File: src/rtl/id_ex_stage.sv
// ---------------------------------------------------------------------------
// id_ex_stage : ID/EX pipeline register placed right after the register file.
//
// Captures both read operands (with same-cycle writeback forwarded in), the
// sign-extended immediate, the register specifiers and the decode control bits
// for EX. Detects load-use hazards against the instruction already in EX and
// inserts one bubble per hazard, asking upstream to hold PC and IF/ID.
//
// Optional feature: define STALL_COUNT_EN to build the hazard-bubble counter;
// otherwise stall_count is tied to zero.
//
// Ports
//   clk, rst_n        clock, synchronous active-low reset
//   id_valid          decode slot holds a real instruction
//   id_rs/rt/rd       source / source / destination specifiers
//   id_uses_rt        instruction reads rt as a source
//   id_rdata1/2       register file read data for rs / rt
//   id_imm            sign-extended immediate
//   id_ctrl           {regWrite,memRead,memWrite,memToReg,aluSrc,regDst,aluOp[1:0]}
//   wb_reg_write      writeback enable
//   wb_write_reg      writeback destination
//   wb_write_data     writeback data
//   flush             kill the decode-slot instruction
//   stall_o           hold PC and IF/ID this cycle (combinational)
//   ex_valid          EX slot holds a real instruction
//   ex_rs/rt/rd       registered specifiers
//   ex_a, ex_b        registered operands after writeback patch
//   ex_imm            registered immediate
//   ex_ctrl           registered control, zero in a bubble
//   stall_count       number of hazard bubbles inserted
// ---------------------------------------------------------------------------
module id_ex_stage #(
  parameter int DATA_W = 32,
  parameter int REG_AW = 5
) (
  input  logic              clk,
  input  logic              rst_n,
  input  logic              id_valid,
  input  logic [REG_AW-1:0] id_rs,
  input  logic [REG_AW-1:0] id_rt,
  input  logic [REG_AW-1:0] id_rd,
  input  logic              id_uses_rt,
  input  logic [DATA_W-1:0] id_rdata1,
  input  logic [DATA_W-1:0] id_rdata2,
  input  logic [DATA_W-1:0] id_imm,
  input  logic [7:0]        id_ctrl,
  input  logic              wb_reg_write,
  input  logic [REG_AW-1:0] wb_write_reg,
  input  logic [DATA_W-1:0] wb_write_data,
  input  logic              flush,
  output logic              stall_o,
  output logic              ex_valid,
  output logic [REG_AW-1:0] ex_rs,
  output logic [REG_AW-1:0] ex_rt,
  output logic [REG_AW-1:0] ex_rd,
  output logic [DATA_W-1:0] ex_a,
  output logic [DATA_W-1:0] ex_b,
  output logic [DATA_W-1:0] ex_imm,
  output logic [7:0]        ex_ctrl,
  output logic [31:0]       stall_count
);

  localparam int MEM_READ_BIT = 6;

  // Register 0 reads as zero and is never overwritten by a writeback.
  function automatic logic signed [DATA_W-1:0] wb_patch(
    input logic [REG_AW-1:0] src,
    input logic [DATA_W-1:0] rdata,
    input logic              we,
    input logic [REG_AW-1:0] wreg,
    input logic [DATA_W-1:0] wdata
  );
    if (src == '0)
      return '0;
    else if (we && (wreg == src))
      return wdata;
    else
      return rdata;
  endfunction

  // ---- stage p0: decode slot, operand patch and hazard detection ----
  logic signed [DATA_W-1:0] op_a_p0;
  logic signed [DATA_W-1:0] op_b_p0;
  logic                     hazard_p0;
  logic                     bubble_p0;

  assign op_a_p0 = wb_patch(id_rs, id_rdata1, wb_reg_write, wb_write_reg, wb_write_data);
  assign op_b_p0 = wb_patch(id_rt, id_rdata2, wb_reg_write, wb_write_reg, wb_write_data);

  assign hazard_p0 = ex_valid && ex_ctrl[MEM_READ_BIT] && (ex_rt != '0) &&
                     ((ex_rt == id_rs) || (id_uses_rt && (ex_rt == id_rt))) &&
                     id_valid;

  // A flush already discards the dependent instruction, so no hold is needed.
  assign stall_o   = hazard_p0 && !flush && rst_n;
  assign bubble_p0 = flush || hazard_p0;

  // ---- stage p1: ID/EX register ----
  always_ff @(posedge clk) begin
    if (!rst_n || bubble_p0) begin
      ex_valid <= 1'b0;
      ex_ctrl  <= 8'h00;
      ex_rs    <= '0;
      ex_rt    <= '0;
      ex_rd    <= '0;
      ex_a     <= '0;
      ex_b     <= '0;
      ex_imm   <= '0;
    end else begin
      ex_valid <= id_valid;
      ex_ctrl  <= id_valid ? id_ctrl : 8'h00;
      ex_rs    <= id_rs;
      ex_rt    <= id_rt;
      ex_rd    <= id_rd;
      ex_a     <= op_a_p0;
      ex_b     <= op_b_p0;
      ex_imm   <= id_imm;
    end
  end

`ifdef STALL_COUNT_EN
  logic [31:0] stall_cnt_p1;

  always_ff @(posedge clk) begin
    if (!rst_n)
      stall_cnt_p1 <= 32'h0;
    else if (stall_o)
      stall_cnt_p1 <= stall_cnt_p1 + 32'd1;
  end

  assign stall_count = stall_cnt_p1;
`else
  assign stall_count = 32'h0;
`endif

endmodule
File: config.mk
export PLATFORM = sky130hd
export DESIGN_NAME = id_ex_stage
export DESIGN_NICKNAME = d
export VERILOG_FILES = /design/src/rtl/id_ex_stage.sv
export SDC_FILE = /design/constraint.sdc
export NUM_CORES = 1
export LEC_CHECK = 0
export BUFFER_PORTS_ARGS = -buffer_cell sky130_fd_sc_hd__buf_2
export CAP_MARGIN = 20
export CORE_AREA = 2 2 123 125
export CTS_CLUSTER_DIAMETER = 30
export CTS_CLUSTER_SIZE = 30
export DETAILED_ROUTE_END_ITERATION = 10
export DIE_AREA = 0 0 125 127
export PLACE_DENSITY = 0.73
export SETUP_SLACK_MARGIN = 0.15
export SLEW_MARGIN = 20
export SYNTH_ARGS = -nofsm -noshare
export SYNTH_HDL_FRONTEND = slang
export SYNTH_SLANG_ARGS = --single-unit
File: constraint.sdc
create_clock -name clk -period 4 [get_ports clk]
set_input_delay 1 -clock clk [delete_from_list [all_inputs] [get_ports clk]]
set_output_delay 1 -clock clk [all_outputs]
set_load 0.02 [all_outputs]
* After elaboration in Yosys (flattened, before gate mapping)
Cells that the tools add are included.
W data, S select, Z words.
** Word-level totals
- Bits in writable memories :: 0
- Memories kept :: 0
- Flip-flop bits (word level) :: 120
- Output and inout port bits :: 153
- Word-level logic and storage cells :: 35
- Bits of input ports :: 162
- Bits in read-only memories :: 0
- Latch bits :: 0
** Cells by class
- $add $sub $neg :: 0
- Divide/modulo/power cells :: 0
- Bitwise logic cells :: 1
- Multipliers :: 0
- Reduce and logical (&&, ||, !) cells :: 20
- $lt $le $gt $ge :: 0
- Mux-type cells :: 2
- Equality and inequality tests :: 4
- Shifts and indexed selects :: 0
** Operators with widths (number)
- $mux W32 :: 2
- $eq A5 B5 Y1 :: 4
- $logic_not A5 Y1 :: 2
- $logic_and A1 B1 Y1 :: 9
- $reduce_or A2 Y1 :: 3
- $reduce_bool A5 Y1 :: 1
- $logic_or A1 B1 Y1 :: 3
- $logic_not A1 Y1 :: 2
- $not A1 Y1 :: 1

* Depth between registers and ports, before layout
- Depth in word-level cells :: 8
- Gate-level depth with buffers :: 7
- Gate-level depth less buffers :: 5

* Worst setup path before layout
Ideal clock, no wire load.
- Path type :: input to output
- From :: in id_rs[2]
- To :: out stall_o
- Required time :: 3.000 ns
- Path buffers :: 0
- Arrival :: 1.789 ns
- Stages on the path :: 5
- Path slack :: 1.211 ns
- Cells stage by stage :: xnor2_1 -> nand3_1 -> o22ai_1 -> nand2_1 -> nor2_1
** Between the ends
- Word-level cells in the longest chain between the ends :: 6
** Ends and longest elaborated chain
- start: declaration :: RTL line 39 : input logic [REG_AW-1:0] id_rs,
- $eq A5 B5 Y1 :: RTL line 91 : ((ex_rt == id_rs) || (id_uses_rt && (ex_rt == id_rt))) &&
- $logic_or A1 B1 Y1 :: RTL line 91
- $logic_and A1 B1 Y1 :: RTL line 90 : assign hazard_p0 = ex_valid && ex_ctrl[MEM_READ_BIT] && (ex_rt != '0) &&
- $logic_and A1 B1 Y1 :: RTL line 91
- $logic_and A1 B1 Y1 (2 in a row) :: RTL line 95 : assign stall_o = hazard_p0 && !flush && rst_n;
- end: declaration :: RTL line 51 : output logic stall_o,
No other way between the ends.

* Final worst setup path
- From :: in id_rt[2]
- To :: out stall_o
** Between the ends
- Word-level cells in the longest chain between the ends :: 7
** Ends and longest elaborated chain
- start: declaration :: RTL line 40 : input logic [REG_AW-1:0] id_rt,
- $eq A5 B5 Y1 :: RTL line 91
- $logic_and A1 B1 Y1 :: RTL line 91
- $logic_or A1 B1 Y1 :: RTL line 91
- $logic_and A1 B1 Y1 :: RTL line 90
- $logic_and A1 B1 Y1 :: RTL line 91
- $logic_and A1 B1 Y1 (2 in a row) :: RTL line 95
No other way between the ends.

==> impl_metrics.csv <==
group,metric,value,unit
yosys,netlist-cell-type-count,25,
yosys,yosys.area.top_type_share,49.9,%
yosys,yosys.area_share.xor_xnor,3.64,%
detailed_routing,routed_wl,12.9,mm
cells_and_area,share_of_post_route_cells_with_drive_strength_above_1,55.1,%
floorplanning,dieWidth,125,um
clocking,tritoncts_num_sinks,120,
outcome,run_status,"completed",
pwr,power.leakage,3.19,nW
global_routing,grt_max_degree,52,
yosys,post_synth_edffs,0,
yosys,netlist_top_cells_count,"sky130_fd_sc_hd__dfxtp_1, sky130_fd_sc_hd__mux2i_1, sky130_fd_sc_hd__nor3_2",
yosys,yosys-top-cells-area,"sky130_fd_sc_hd__dfxtp_1, sky130_fd_sc_hd__mux2i_1, sky130_fd_sc_hd__nor3_2",
yosys,ys_ff_latch,120,
critical_path,cpMostUsedCell,"sky130_fd_sc_hd__buf_2",
clocking,root_buffer,"sky130_fd_sc_hd__clkbuf_16",
critical_path,timing.critical_path.fanout_max,4,
cells_and_area,nFillCells,1368,
clocking,cts_made_buffers,17,
critical_path,criticalPathCategory,"input pin to primary output",
sta,slew_headroom,59.7,%
yosys,synth.yosys.warnings,0,
yosys,synth_async_sr_flop_share,0,%
hold_path,hold_path.class,"input pin to register",
yosys,synthesized_instance_count,406,
sta,setup_violations,0,
critical_path,slowest_stage,"sky130_fd_sc_hd__o22ai_1",
yosys,syn_area_per_cell,11.9,um2
place,placed_area,6180,um2
cells_and_area,fin_util,46.6,%
detailed_routing,routed-via-count,3783,
sta,fin_crit_sh,76.5,%
critical_path,timing.critical_path.to_type,"primary output",
global_routing,grt.overflow.total,0,
yosys,post-synth-top-area-cell,"sky130_fd_sc_hd__dfxtp_1",
place,pre_cts_ws,958,ps
cells_and_area,sequential_cell_area,2400,um2
global_routing,antenna_found_initial,0,
yosys,share_of_synthesized_area_spent_on_multiplexers,13.3,%
critical_path,worst_ep_required_time,3000,ps
floorplanning,initial_core_util,33.4,%
clocking,insertion_delay,400,ps
global_routing,first_global_vias,3716,
place,buffer_ports.inserted,282,
critical_path,reg2reg_setup_slack,2010,ps
critical_path,critical_path.startpoint_type,"input pin",
yosys,yosysSeqAreaShare,49.9,%
sta,rsz0062_at_grt,"false",
critical_path,cp_slowest_stage_delay,280,ps
clocking,tritoncts_clock_tree,"yes",
detailed_routing,detail_route.iter0.violations,137,
critical_path,critical_path.cell_chain,"buf_2 -> xnor2_1 -> nand4_1 -> o22ai_1 -> nand2_1 -> nor2_1 -> buf_2",
detailed_routing,drc,0,
pwr,power.density_cell_area,448,nW/um2
yosys,synth_flop_cell,"sky130_fd_sc_hd__dfxtp_1",
yosys,synthesis.area,4810,um2
pwr,ir_worst_vdd,0.267,mV
sta,final.setup_skew,5.57,ps
cells_and_area,layout.nets,850,
sta,layout_setup_ws,942,ps
clocking,cts_hold_buf,0,
global_routing,grt_pass1_wl,19.4,mm
sta,fin_hold_ws,790,ps
sta,fin_tns_setup,0,ps
floorplanning,die-height,127,um
sta,finalMaxSlewViolations,0,
sta,worst_slew_pin_slew,604,ps
sta,timing.final.crit_period,3060,ps
floorplanning,design.portCount,315,
floorplanning,placement_rows,44,
critical_path,worst_ep_arrival_time,2060,ps
clocking,cts.path.max_buffers,2,
cells_and_area,final_non_filler_cell_area,6730,um2
place,dp_hpwl,9.77,mm
detailed_routing,wire_per_inst,14.5,um
clocking,post_cts.repair.setup_buffers,0,
yosys,synth_area_in_adders,0,%
flow_run,cap_violations,0,
cells_and_area,n_antenna_cell,0,
detailed_routing,ant_nets,0,
global_routing,grt_use_total,15.8,%
yosys,synth_compound_area_share,0.494,%
sta,timing.fmax,0.327,GHz
cells_and_area,area_of_the_multi_input_gates,2060,um2
cells_and_area,area_growth,39.8,%
yosys,synth.most_common_cell,"sky130_fd_sc_hd__dfxtp_1",
detailed_routing,drt-pass1-iter-count,4,
clocking,htree_levels,4,
floorplanning,core_area,14400,um2
detailed_routing,viasPerCell,4.27,
floorplanning,fp.dieArea,15900,um2
yosys,synth_simple_gate_area_share,22.3,%
clocking,cts-resized-gates,0,
yosys,synth_top_family_by_area,"simple AND/OR/NAND/NOR gates",
sta,hold_violations,0,
clocking,clock_transition_at_the_registers_of_the_reported_paths,50,ps
place,gp_congestion,0.855,
-- per-stage QoR --
stage	cells	total power, W
3_3_place_gp	853	0.00165
5_1_grt	885	0.00315
3_5_place_dp	853	0.00165
6_report	885	0.00301
4_1_cts	885	0.00306
2_1_floorplan	437	0.00152
-- critical path, delay by kind of cell --
kind	cells	cell delay (ps)
XOR/XNOR	1	160
AO/OA/AOI/OAI	1	280
AND/OR/NAND/NOR	3	320
buffers and inverters	2	310
-- final cells by class --
class | count | area share, %
Timing Repair Buffer | 291 | 22.2
Clock inverter | 9 | 1.12
Clock buffer | 23 | 6.96
Sequential cell | 120 | 35.7
Multi-Input combinational cell | 258 | 30.6
Tap cell | 184 | 3.42
-- worst paths after layout --
| check | start | end | cells after the start |
|---|---|---|---|
| max | id_rt[2] | stall_o | 7 |
| min | id_imm[14] | ex_imm[14] | 2 |
| max reg2reg | ex_rt[2] | ex_b[0] | 6 |
| min reg2reg | ex_ctrl[6] | ex_rs[0] | 4 |
-- cells by family after synthesis --
kind of cell	Yosys count
other cells	1
compound gates	4
flops	120
buf+inv	59
simple gates	138
mux	64
xor+xnor	20
-- per-layer routing --
layer | wire length, um | GRT usage [%] | vias up
li1 | - | - | 1876
met1 | 5270 | 18.2 | 1687
met2 | 6080 | 26.1 | 207
met3 | 1360 | 7.41 | 13
met4 | 164 | 5.56 | 0
met5 | 0 | 0 | -
-- placed cells by master (no fill, tap or decap), drive strengths merged --
master	count
a21o	1
or4	2
dfxtp	120
conb	32
mux2i	64
and2	48
buf	291
o22ai	1
xnor2	12
xor2	8
a21oi	2
nand4	1
bufinv	1
nand2	3
and3	10
clkbuf	23
nor4	2
nor2	4
clkinv	6
nand2b	1
nor3	65
nand3	2
clkinvlp	2
-- flip-flops by register name, indices dropped and copies added (netlist names) --
register	count
ex_a	32
ex_b	32
ex_ctrl	8
ex_imm	32
ex_rd	5
ex_rs	5
ex_rt	5
ex_valid	1
-- report_power, final --
| group | leakage, nW | internal, W | switching, W | total (W) |
|---|---|---|---|---|
| combinational | 1.94 | 0.000150 | 0.000215 | 0.000365 |
| sequential | 0.985 | 0.00125 | 0.0000135 | 0.00126 |
| clock | 0.266 | 0.000879 | 0.000510 | 0.00139 |
No activity file was read; power rests on OpenSTA's default activity.
